### config.mk
export PLATFORM = sky130hd
export DESIGN_NAME = ctrl_pipe_dec_flat
export DESIGN_NICKNAME = d
export VERILOG_FILES = /design/src/rtl/ctrl_pipe_dec_pkg.sv /design/src/rtl/ctrl_pipe_dec_if.sv /design/src/rtl/ctrl_pipe_dec_stage_reg.sv /design/src/rtl/ctrl_pipe_dec.sv /design/src/flat_wrapper.sv
export SDC_FILE = /design/constraint.sdc
export NUM_CORES = 1
export LEC_CHECK = 0
export ABC_CLOCK_PERIOD_IN_PS = 2200
export BUFFER_PORTS_ARGS = -buffer_cell sky130_fd_sc_hd__buf_2
export CORE_MARGIN = 2
export CORE_UTILIZATION = 43
export CTS_CLUSTER_DIAMETER = 200
export DETAILED_ROUTE_END_ITERATION = 7
export GPL_TIMING_DRIVEN = 0
export PLACE_DENSITY = 0.71
export SYNTH_ARGS = -nofsm -noshare
export SYNTH_HDL_FRONTEND = slang
export SYNTH_SLANG_ARGS = --single-unit
### constraint.sdc
create_clock -name clk -period 2.2 [get_ports clk]
set_input_delay 0 -clock clk [delete_from_list [all_inputs] [get_ports clk]]
set_output_delay 0 -clock clk [all_outputs]
set_load 0.01 [all_outputs]
### src/rtl/ctrl_pipe_dec_pkg.sv
// Shared control-decode definitions: opcodes, ALU and regdst codes, per-stage field bundles.
// Pure declarations; imported by the decoder and anything that inspects its stage contents.
package ctrl_pkg;

  localparam logic [5:0] OP_R    = 6'b000000;
  localparam logic [5:0] OP_J    = 6'b000010;
  localparam logic [5:0] OP_JAL  = 6'b000011;
  localparam logic [5:0] OP_BEQ  = 6'b000100;
  localparam logic [5:0] OP_BNE  = 6'b000101;
  localparam logic [5:0] OP_ADDI = 6'b001000;
  localparam logic [5:0] OP_SLTI = 6'b001010;
  localparam logic [5:0] OP_ANDI = 6'b001100;
  localparam logic [5:0] OP_ORI  = 6'b001101;
  localparam logic [5:0] OP_LUI  = 6'b001111;
  localparam logic [5:0] OP_LW   = 6'b100011;
  localparam logic [5:0] OP_SW   = 6'b101011;

  localparam logic [2:0] ALU_ADD   = 3'b000;
  localparam logic [2:0] ALU_SUB   = 3'b001;
  localparam logic [2:0] ALU_FUNCT = 3'b010;
  localparam logic [2:0] ALU_AND   = 3'b011;
  localparam logic [2:0] ALU_OR    = 3'b100;
  localparam logic [2:0] ALU_SLT   = 3'b101;
  localparam logic [2:0] ALU_LUI   = 3'b110;

  localparam logic [1:0] RD_RT = 2'b00;
  localparam logic [1:0] RD_RD = 2'b01;
  localparam logic [1:0] RD_RA = 2'b10;

  // Each stage bundle nests the bundle of the stage after it, so a stage simply forwards its tail.
  typedef struct packed {
    logic valid;
    logic illegal;
    logic regwrite;
    logic memtoreg;
    logic jal;
  } ctrl_w_t;

  typedef struct packed {
    ctrl_w_t w;
    logic    memwrite;
  } ctrl_m_t;

  typedef struct packed {
    ctrl_m_t    m;
    logic       alusrc;
    logic [1:0] regdst;
    logic [2:0] aluop;
  } ctrl_e_t;

endpackage

### src/rtl/ctrl_pipe_dec_if.sv
// Decoder bundle: ID opcode/valid and per-stage stall/flush in, per-stage decoded controls out.
// Master is the pipeline/hazard side, slave is ctrl_pipe_dec.
interface ctrl_pipe_dec_if #(
  parameter int ALUOP_W  = 3,
  parameter int ILLCNT_W = 8
);
  logic [5:0]          opD;
  logic                validD;
  logic                stallE;
  logic                flushE;
  logic                stallM;
  logic                flushM;
  logic                regwriteD;
  logic                branchD;
  logic                branchneD;
  logic                jumpD;
  logic                jalD;
  logic                zeroextD;
  logic                regwriteE;
  logic                alusrcE;
  logic                memtoregE;
  logic                jalE;
  logic [1:0]          regdstE;
  logic [ALUOP_W-1:0]  aluopE;
  logic                regwriteM;
  logic                memwriteM;
  logic                memtoregM;
  logic                regwriteW;
  logic                memtoregW;
  logic                jalW;
  logic                illegalW;
  logic [ILLCNT_W-1:0] illcnt;

  modport master (
    output opD, validD, stallE, flushE, stallM, flushM,
    input  regwriteD, branchD, branchneD, jumpD, jalD, zeroextD,
    input  regwriteE, alusrcE, memtoregE, jalE, regdstE, aluopE,
    input  regwriteM, memwriteM, memtoregM,
    input  regwriteW, memtoregW, jalW, illegalW, illcnt
  );

  modport slave (
    input  opD, validD, stallE, flushE, stallM, flushM,
    output regwriteD, branchD, branchneD, jumpD, jalD, zeroextD,
    output regwriteE, alusrcE, memtoregE, jalE, regdstE, aluopE,
    output regwriteM, memwriteM, memtoregM,
    output regwriteW, memtoregW, jalW, illegalW, illcnt
  );
endinterface

### src/rtl/ctrl_pipe_dec_stage_reg.sv
// Pipeline control register with asynchronous clear, synchronous flush (bubble) and hold.
// Latency: 1 cycle. Backpressure: hold freezes the contents; flush wins over hold.
module ctrl_stage_reg #(
  parameter int W = 8
) (
  input  logic         clk,
  input  logic         rst,
  input  logic         hold,
  input  logic         flush,
  input  logic [W-1:0] d,
  output logic [W-1:0] q
);

  always_ff @(posedge clk or posedge rst) begin
    if (rst) begin
      q <= '0;
    end else if (flush) begin
      q <= '0;
    end else if (!hold) begin
      q <= d;
    end
  end

endmodule

### src/rtl/ctrl_pipe_dec.sv
// Main control decoder for the 5-stage core: ID decode carried through ID/EX, EX/MEM, MEM/WB.
// Latency: 1 cycle per stage. Backpressure: stallE/stallM hold their stage; flush inserts a bubble.
module ctrl_pipe_dec
  import ctrl_pkg::*;
#(
  parameter int ALUOP_W  = 3,
  parameter int ILLCNT_W = 8
) (
  input logic           clk,
  input logic           rst,
  ctrl_pipe_dec_if.slave bus
);

  ctrl_e_t             ctrlD;
  ctrl_e_t             ctrlE;
  ctrl_m_t             ctrlM;
  ctrl_w_t             ctrlW;
  logic                branchD;
  logic                branchneD;
  logic                jumpD;
  logic                zeroextD;
  logic                loadE;
  logic                bubbleM;
  logic                validE;
  logic                validM;
  logic                validW;
  logic                illSticky;
  logic [ILLCNT_W-1:0] illCnt;

  always_comb begin
    ctrlD     = '0;
    branchD   = 1'b0;
    branchneD = 1'b0;
    jumpD     = 1'b0;
    zeroextD  = 1'b0;
    if (bus.validD) begin
      ctrlD.m.w.valid = 1'b1;
      case (bus.opD)
        OP_R: begin
          ctrlD.m.w.regwrite = 1'b1;
          ctrlD.regdst       = RD_RD;
          ctrlD.aluop        = ALU_FUNCT;
        end
        OP_LW: begin
          ctrlD.m.w.regwrite = 1'b1;
          ctrlD.m.w.memtoreg = 1'b1;
          ctrlD.alusrc       = 1'b1;
          ctrlD.aluop        = ALU_ADD;
        end
        OP_SW: begin
          ctrlD.m.memwrite = 1'b1;
          ctrlD.alusrc     = 1'b1;
          ctrlD.aluop      = ALU_ADD;
        end
        OP_BEQ: begin
          branchD     = 1'b1;
          ctrlD.aluop = ALU_SUB;
        end
        OP_BNE: begin
          branchD     = 1'b1;
          branchneD   = 1'b1;
          ctrlD.aluop = ALU_SUB;
        end
        OP_ADDI: begin
          ctrlD.m.w.regwrite = 1'b1;
          ctrlD.alusrc       = 1'b1;
          ctrlD.aluop        = ALU_ADD;
        end
        OP_ANDI: begin
          ctrlD.m.w.regwrite = 1'b1;
          ctrlD.alusrc       = 1'b1;
          zeroextD           = 1'b1;
          ctrlD.aluop        = ALU_AND;
        end
        OP_ORI: begin
          ctrlD.m.w.regwrite = 1'b1;
          ctrlD.alusrc       = 1'b1;
          zeroextD           = 1'b1;
          ctrlD.aluop        = ALU_OR;
        end
        OP_SLTI: begin
          ctrlD.m.w.regwrite = 1'b1;
          ctrlD.alusrc       = 1'b1;
          ctrlD.aluop        = ALU_SLT;
        end
        OP_LUI: begin
          ctrlD.m.w.regwrite = 1'b1;
          ctrlD.alusrc       = 1'b1;
          ctrlD.aluop        = ALU_LUI;
        end
        OP_J: begin
          jumpD = 1'b1;
        end
        OP_JAL: begin
          jumpD              = 1'b1;
          ctrlD.m.w.jal      = 1'b1;
          ctrlD.m.w.regwrite = 1'b1;
          ctrlD.regdst       = RD_RA;
        end
        default: begin
          ctrlD.m.w.illegal = 1'b1;
        end
      endcase
    end
  end

  // A stalled EX stage must not replay its instruction into MEM, unless MEM is itself frozen.
  assign bubbleM = bus.flushM | (bus.stallE & ~bus.stallM);

  ctrl_stage_reg #(.W($bits(ctrl_e_t))) u_idEx (
    .clk   (clk),
    .rst   (rst),
    .hold  (bus.stallE),
    .flush (bus.flushE),
    .d     (ctrlD),
    .q     (ctrlE)
  );

  ctrl_stage_reg #(.W($bits(ctrl_m_t))) u_exMem (
    .clk   (clk),
    .rst   (rst),
    .hold  (bus.stallM),
    .flush (bubbleM),
    .d     (ctrlE.m),
    .q     (ctrlM)
  );

  ctrl_stage_reg #(.W($bits(ctrl_w_t))) u_memWb (
    .clk   (clk),
    .rst   (rst),
    .hold  (1'b0),
    .flush (1'b0),
    .d     (ctrlM.w),
    .q     (ctrlW)
  );

  // Count only on edges that actually load ID/EX, so a held illegal op is counted once.
  assign loadE = ~bus.flushE & ~bus.stallE;

  always_ff @(posedge clk or posedge rst) begin
    if (rst) begin
      illCnt <= '0;
    end else if (loadE && ctrlD.m.w.illegal && (illCnt != '1)) begin
      illCnt <= illCnt + 1'b1;
    end
  end

  always_ff @(posedge clk or posedge rst) begin
    if (rst) begin
      illSticky <= 1'b0;
    end else if (validW && ctrlW.illegal) begin
      illSticky <= 1'b1;
    end
  end

  assign validE = ctrlE.m.w.valid;
  assign validM = ctrlM.w.valid;
  assign validW = ctrlW.valid;

  assign bus.regwriteD = ctrlD.m.w.regwrite;
  assign bus.branchD   = branchD;
  assign bus.branchneD = branchneD;
  assign bus.jumpD     = jumpD;
  assign bus.jalD      = ctrlD.m.w.jal;
  assign bus.zeroextD  = zeroextD;

  assign bus.regwriteE = validE & ctrlE.m.w.regwrite;
  assign bus.alusrcE   = validE & ctrlE.alusrc;
  assign bus.memtoregE = validE & ctrlE.m.w.memtoreg;
  assign bus.jalE      = validE & ctrlE.m.w.jal;
  assign bus.regdstE   = validE ? ctrlE.regdst : RD_RT;
  assign bus.aluopE    = validE ? ALUOP_W'(ctrlE.aluop) : '0;

  assign bus.regwriteM = validM & ctrlM.w.regwrite;
  assign bus.memwriteM = validM & ctrlM.memwrite;
  assign bus.memtoregM = validM & ctrlM.w.memtoreg;

  assign bus.regwriteW = validW & ctrlW.regwrite;
  assign bus.memtoregW = validW & ctrlW.memtoreg;
  assign bus.jalW      = validW & ctrlW.jal;
  assign bus.illegalW  = illSticky | (validW & ctrlW.illegal);
  assign bus.illcnt    = illCnt;

endmodule

### src/flat_wrapper.sv
// flat-port wrapper written by rule: the top's interface ports become plain ports
module ctrl_pipe_dec_flat import ctrl_pkg::*;
#(
  parameter int ALUOP_W  = 3,
  parameter int ILLCNT_W = 8
)
  (clk, rst, bus_opD, bus_validD, bus_stallE, bus_flushE, bus_stallM, bus_flushM, bus_regwriteD, bus_branchD, bus_branchneD, bus_jumpD, bus_jalD, bus_zeroextD, bus_regwriteE, bus_alusrcE, bus_memtoregE, bus_jalE, bus_regdstE, bus_aluopE, bus_regwriteM, bus_memwriteM, bus_memtoregM, bus_regwriteW, bus_memtoregW, bus_jalW, bus_illegalW, bus_illcnt);
  ctrl_pipe_dec_if #(.ALUOP_W(ALUOP_W), .ILLCNT_W(ILLCNT_W)) bus_i ();
  input logic clk;
  input logic rst;
  input wire logic [$bits(bus_i.opD)-1:0] bus_opD;
  input wire logic [$bits(bus_i.validD)-1:0] bus_validD;
  input wire logic [$bits(bus_i.stallE)-1:0] bus_stallE;
  input wire logic [$bits(bus_i.flushE)-1:0] bus_flushE;
  input wire logic [$bits(bus_i.stallM)-1:0] bus_stallM;
  input wire logic [$bits(bus_i.flushM)-1:0] bus_flushM;
  output wire logic [$bits(bus_i.regwriteD)-1:0] bus_regwriteD;
  output wire logic [$bits(bus_i.branchD)-1:0] bus_branchD;
  output wire logic [$bits(bus_i.branchneD)-1:0] bus_branchneD;
  output wire logic [$bits(bus_i.jumpD)-1:0] bus_jumpD;
  output wire logic [$bits(bus_i.jalD)-1:0] bus_jalD;
  output wire logic [$bits(bus_i.zeroextD)-1:0] bus_zeroextD;
  output wire logic [$bits(bus_i.regwriteE)-1:0] bus_regwriteE;
  output wire logic [$bits(bus_i.alusrcE)-1:0] bus_alusrcE;
  output wire logic [$bits(bus_i.memtoregE)-1:0] bus_memtoregE;
  output wire logic [$bits(bus_i.jalE)-1:0] bus_jalE;
  output wire logic [$bits(bus_i.regdstE)-1:0] bus_regdstE;
  output wire logic [$bits(bus_i.aluopE)-1:0] bus_aluopE;
  output wire logic [$bits(bus_i.regwriteM)-1:0] bus_regwriteM;
  output wire logic [$bits(bus_i.memwriteM)-1:0] bus_memwriteM;
  output wire logic [$bits(bus_i.memtoregM)-1:0] bus_memtoregM;
  output wire logic [$bits(bus_i.regwriteW)-1:0] bus_regwriteW;
  output wire logic [$bits(bus_i.memtoregW)-1:0] bus_memtoregW;
  output wire logic [$bits(bus_i.jalW)-1:0] bus_jalW;
  output wire logic [$bits(bus_i.illegalW)-1:0] bus_illegalW;
  output wire logic [$bits(bus_i.illcnt)-1:0] bus_illcnt;
  assign bus_i.opD = bus_opD;
  assign bus_i.validD = bus_validD;
  assign bus_i.stallE = bus_stallE;
  assign bus_i.flushE = bus_flushE;
  assign bus_i.stallM = bus_stallM;
  assign bus_i.flushM = bus_flushM;
  assign bus_regwriteD = bus_i.regwriteD;
  assign bus_branchD = bus_i.branchD;
  assign bus_branchneD = bus_i.branchneD;
  assign bus_jumpD = bus_i.jumpD;
  assign bus_jalD = bus_i.jalD;
  assign bus_zeroextD = bus_i.zeroextD;
  assign bus_regwriteE = bus_i.regwriteE;
  assign bus_alusrcE = bus_i.alusrcE;
  assign bus_memtoregE = bus_i.memtoregE;
  assign bus_jalE = bus_i.jalE;
  assign bus_regdstE = bus_i.regdstE;
  assign bus_aluopE = bus_i.aluopE;
  assign bus_regwriteM = bus_i.regwriteM;
  assign bus_memwriteM = bus_i.memwriteM;
  assign bus_memtoregM = bus_i.memtoregM;
  assign bus_regwriteW = bus_i.regwriteW;
  assign bus_memtoregW = bus_i.memtoregW;
  assign bus_jalW = bus_i.jalW;
  assign bus_illegalW = bus_i.illegalW;
  assign bus_illcnt = bus_i.illcnt;
  ctrl_pipe_dec #(.ALUOP_W(ALUOP_W), .ILLCNT_W(ILLCNT_W)) u_core (.clk(clk), .rst(rst), .bus(bus_i));
endmodule
## Yosys cells after proc, flatten, opt, wreduce, memory -nomap -nowiden

Cells that the tools add are included.

| cells by class | value |
|---|---|
| mux-type cells | 23 |
| div/mod/pow operators | 0 |
| $lt $le $gt $ge | 0 |
| multiply operators | 0 |
| eq/ne operators | 14 |
| shifts and indexed selects | 0 |
| add/sub/neg operators | 1 |
| reductions and logical operators | 10 |
| bitwise operators | 18 |

Operators by type and width:

| cell | count |
|---|---|
| 12-bit 2-to-1 mux | 3 |
| 6-bit by 4-bit == test with 1-bit output, second input constant | 5 |
| 3-bit one-hot mux with 6 select lines | 1 |
| 1-bit 2-to-1 mux | 14 |
| 1-bit bitwise AND | 13 |
| 6-bit by 2-bit == test with 1-bit output, second input constant | 2 |
| 6-bit by 3-bit == test with 1-bit output, second input constant | 2 |
| 6-bit == test, second input constant | 2 |
| 6-bit 2-to-1 mux | 2 |
| 12-bit OR reduction | 1 |
| 8-bit by 1-bit adder with 8-bit output, second input constant | 1 |
| 8-bit inequality test, second input constant | 1 |
| 8-bit OR reduction | 1 |
| 7-bit OR reduction | 1 |
| 6-bit logical NOT | 1 |
| 2-bit OR reduction | 3 |
| 2-bit by 1-bit inequality test with 1-bit output, second input constant | 2 |
| 2-bit one-hot mux with 2 select lines | 1 |
| 1-bit logical AND | 3 |
| 3-bit 2-to-1 mux | 1 |
| 1-bit NOT | 3 |
| 2-bit 2-to-1 mux | 1 |
| 1-bit bitwise OR | 2 |

| word-level totals | value |
|---|---|
| output and inout port bits | 30 |
| register bits | 32 |
| memories kept | 0 |
| latch bits | 0 |
| memory bits (read-only) | 0 |
| input bits | 13 |
| logic and storage cells | 71 |
| memory bits (writable) | 0 |

## Logic depth before layout (Yosys ltp)

| logic depth | value |
|---|---|
| depth in word-level cells | 6 |
| gate-level depth with buffers | 7 |
| gate-level depth less buffers | 5 |

## Hierarchy

Synthesis repeated with hierarchy kept, for this count alone.

| unflattened totals | value |
|---|---|
| cell total of the unflattened synthesis | 187 |
| area, all modules | 1871.8 µm² |

By module, submodules not included:

| module | seq. area each (µm²) | area an instance (µm²) | times used | cells an instance |
|---|---|---|---|---|
| ctrl_pipe_dec | 225.2 | 930.9 | 1 | 111 |
| ctrl_stage_reg (u_core.u_idEx) | 300.3 | 484.2 | 1 | 39 |
| ctrl_stage_reg (u_core.u_exMem) | 150.1 | 247.7 | 1 | 20 |
| ctrl_stage_reg (u_core.u_memWb) | 125.1 | 209.0 | 1 | 17 |

## Worst setup path after synthesis

No wires, ideal clock.

| path | value |
|---|---|
| path type | register -> register |
| start point | register u_core.illCnt[0] (netlist: u_core.bus.illcnt[0]) |
| end point | register u_core.illCnt[1] (netlist: u_core.bus.illcnt[1]) |
| setup slack | 540 ps |
| arrival | 1535 ps |
| library setup time | 125 ps |
| clock period less this slack | 1660 ps |
| data required time | 2075 ps |
| stages on the path, launching flop included | 6 |
| buffers on the path | 0 |
| path through | dfrtp_1 > ha_1 > and4_1 > nor3_2 > nand2_2 > mux2_4 |

| on the way | value |
|---|---|
| cells in the longest elaborated chain, start to end | 2 |
| elaborated cells on any way between the ends | 3 |
| classes of those cells | add/sub (1); eq/ne (1); reduce/logical (1) |

RTL lines:

| item | line | source |
|---|---|---|
| start: declaration | ctrl_pipe_dec.sv:28 | `logic [ILLCNT_W-1:0] illCnt;` |
| start signal: assignment | ctrl_pipe_dec.sv:144 | `illCnt <= illCnt + 1'b1;` |
| branches (longest 2 deep; another with 8-bit by 1-bit adder with 8-bit output) | - |  |

Parallel ways; which one is timed is not known.
A chain may end at the register's enable or synchronous reset.

## Final worst setup path

Same ends and word-level chain as after synthesis.

==> flow_metrics.py <==
metrics = {
    "power_and_ir_drop": {
        "vdd.ir_drop.worst_uv": 608,
        "p_per_area_nw_per_um2": 707,
        "static-leakage-power_nw": 1.04,
    },
    "logic_synthesis": {
        "async_flop_share": 1.00,
        "synth_xor_area_frac": 0.0309,
        "yosys_warnings": 0,
        "synth_cells": 179,
        "synth_compound_gate_area_share": 0.132,
        "postSynthAreaPerCell_um2": 9.51,
        "ys_types": 44,
        "synth.cell_area_um2": 1700,
        "synth.yosys.seq_area_share": 0.471,
        "synthSimpleGateAreaFrac": 0.288,
        "ys.flop_type": "dfrtp_1",
        "post_synth_mux_area_share": 0.0265,
        "synth_adder_area_share": 0.00735,
        "synth.ff_latch_count": 32,
        "number_of_flops_mapped_to_enable_cells_by_yosys": 0,
        "synth_top_family_by_area": "simple AND/OR/NAND/NOR gates",
        "syn-num-nets": 193,
    },
    "setup_path": {
        "r2r_slack_ps": 400,
        "critPathLaunch": "u_core.bus.illcnt[0]",
        "ff2ff_path_depth": 5,
        "timing.critical_path.arrival_ps": 1970,
        "cp-start-kind": "register",
        "sort_of_element_at_the_end_of_the_critical_path": "register",
        "r2r_start": "u_core.bus.illcnt[0]",
        "cp_data_required_time_ps": 2360,
        "path_class": "register to register",
        "cp_max_fo": 6,
        "rr_endpoint": "u_core.bus.illcnt[1]",
    },
    "die": {
        "design.core.area_um2": 3740,
        "fp.dieH_um": 66.9,
        "row_count": 22,
        "start_util": 0.455,
        "dieArea_um2": 4480,
        "die_w_um": 66.9,
        "design.portCount": 43,
    },
    "sta": {
        "clock.fmax_ghz": 0.554,
        "final-max-slew-violation-count": 0,
        "final.setup.tns_ps": 0,
        "hold_violations": 0,
        "min_period_over_period": 0.820,
        "fin_skew_ps": 4.67,
        "min_period_ps": 1800,
        "layout_setup_ws_ps": 395,
        "slew-limit-headroom": 0.230,
        "max_slew.worst_pin.slew_ps": 1150,
        "final-setup-viol-count": 0,
        "grt_setup_unrepaired": "false",
    },
    "route": {
        "routed-wl-met3_um": 205,
        "wl_mm": 3.43,
        "wl_met2_mm": 1.53,
        "detail_route.wl_per_cell_um": 12.4,
        "uppermost_metal_layer_occupied_by_signal_nets": "met4",
        "vias_per_cell": 5.25,
        "route.layer.met1.wl_mm": 1.65,
        "route.detailed.drc": 0,
        "num_vias": 1450,
        "firstDrtPassIters": 4,
        "route.antenna.remaining_nets": 0,
        "drt_iter0_drc": 97,
    },
    "placed_design": {
        "place.detailed.hpwl_mm": 2.49,
        "routabilityCongestion": 0.852,
        "placed_cells": 266,
        "place_ws_ps": 421,
        "detailed_place.area_um2": 1960,
        "numPortBuffers": 39,
    },
    "clocking": {
        "worstSkewPairLatency_ps": 270,
        "h-tree-depth": 2,
        "cts_tree": "yes",
        "total_cts_buffers": 5,
        "clkSinkCount": 32,
        "post_cts_buffers": 0,
        "clockRootBuffer": "clkbuf_8",
        "clk_pin_slew_ps": 60,
        "max-clock-path-buffers": 2,
    },
    "cells_and_area": {
        "insertedDiodeCount": 0,
        "final_nets": 241,
        "area_growth_pct": 22.5,
        "fin_area_um2": 2080,
        "number_of_filler_cells_placed_in_the_layout": 365,
        "mostFrequentLayoutCell": "buf_2",
        "layout-drive-gt1-share": 0.263,
        "post_layout_nonfiller_instances": 276,
        "layout_common_cells": "buf_2, dfrtp_1, nor2_1",
    },
    "worst_hold_path": {
        "worst_hold_path_type": "input pin to async pin",
    },
    "global_routing": {
        "globalRouteOverflowTotal": 0,
        "antenna_found_initial": 0,
        "vias_in_the_first_global_route": 1248,
        "grt_first_pass_wirelength_mm": 5.49,
        "grt_start_max_net_pins": 33,
        "globalRouteTotalUtil": 0.162,
    },
    "outcome": {
        "run_status": "finished clean",
    },
    "run": {
        "cap_viol_max_count": 0,
    },
}
[cells in the mapped netlist (all sizes together), types with 2 or more instances]
library cell,count,share of area
clkbuf,7,0.015
buf,4,0.017
nand3,9,0.026
nor3,6,0.024
and2,15,0.055
a21o,3,0.013
and4,2,0.010
nor3b,7,0.034
a22oi,2,0.0088
nand2,11,0.026
a21oi,14,0.041
dfrtp,32,0.47
a211oi,2,0.012
mux2i,3,0.018
xnor2,6,0.031
o21ai,2,0.0059
nor4,3,0.011
nand2b,4,0.019
o22ai,2,0.0074
o41ai,2,0.015
inv,6,0.013
and3,2,0.0074
nor2,21,0.046
nor2b,2,0.0074
[registers in the layout, summed over array words and instances (netlist names)]
| signal | cells |
|---|---|
| u_core.u_exMem.q | 6 |
| u_core.illSticky | 1 |
| u_core.bus.illcnt | 8 |
| u_core.u_memWb.q | 5 |
| u_core.u_idEx.q | 12 |
[worst max path at each step]
stage | to | slack [ps] | cells past startpoint
5_1_grt | u_core.bus.illcnt[1] | 300 | 5
3_5_place_dp | u_core.bus.illcnt[1] | 420 | 5
3_3_place_gp | u_core.bus.illcnt[1] | 410 | 5
4_1_cts | u_core.bus.illcnt[1] | 400 | 5
2_1_floorplan | u_core.bus.illcnt[1] | 540 | 5
6_report | u_core.bus.illcnt[1] | 400 | 5
[layer usage]
| layer | vias to the layer above | GRT usage |
|---|---|---|
| li1 | 719 | - |
| met1 | 682 | 0.219 |
| met4 | 0 | 0.0689 |
| met5 | - | 0 |
| met3 | 4 | 0.0490 |
| met2 | 45 | 0.240 |
[power by group]
| part | internal (W) | switching [W] | total [W] |
|---|---|---|---|
| clock | 0.000336 | 0.000204 | 0.000540 |
| sequential | 0.000632 | 0.0000543 | 0.000686 |
| combinational | 0.000113 | 0.000135 | 0.000248 |
[repair_timing]
action                                 CTS  global route
endpoints found under the hold margin    7             0
resized for setup                        0             0
hold buffers                             2             0
[through the flow]
step	hold WS [ps]	util	power, W
final	20.7	0.557	0.00147
after global routing	44.4	0.557	0.00155
after CTS	32.1	0.557	0.00149
after detailed placement	254	0.523	0.000942
after global placement	242	0.523	0.000939
after floorplan	66.4	-	0.000851
[critical path: stages, from the launching register on]
cell and delay [ps]:
dfrtp_1 440, ha_1 280, and4_1 200, nor3_2 340, nand2_2 130, mux2_4 310
[cells by family (layout without fill, tap and decap cells)]
| group | Yosys count | after routing |
|---|---|---|
| compound gates | 32 | 32 |
| xor+xnor | 6 | 6 |
| fa+ha+maj | 1 | 1 |
| buf+inv | 17 | 66 |
| flops | 32 | 32 |
| mux | 4 | 4 |
| simple gates | 87 | 87 |
[area by class of cell]
class	count	area, um^2	area share
multi-input cells	130	823	0.395
flip-flops and latches	32	801	0.384
repair buffers	41	215	0.103
clock buffers	6	72.6	0.0348
well taps	48	60.1	0.0288
plain buffers	11	55.1	0.0264
clock inverters	2	35.0	0.0168
inverters	6	22.5	0.0108
Note: power is estimated with default switching activity, not from simulation.
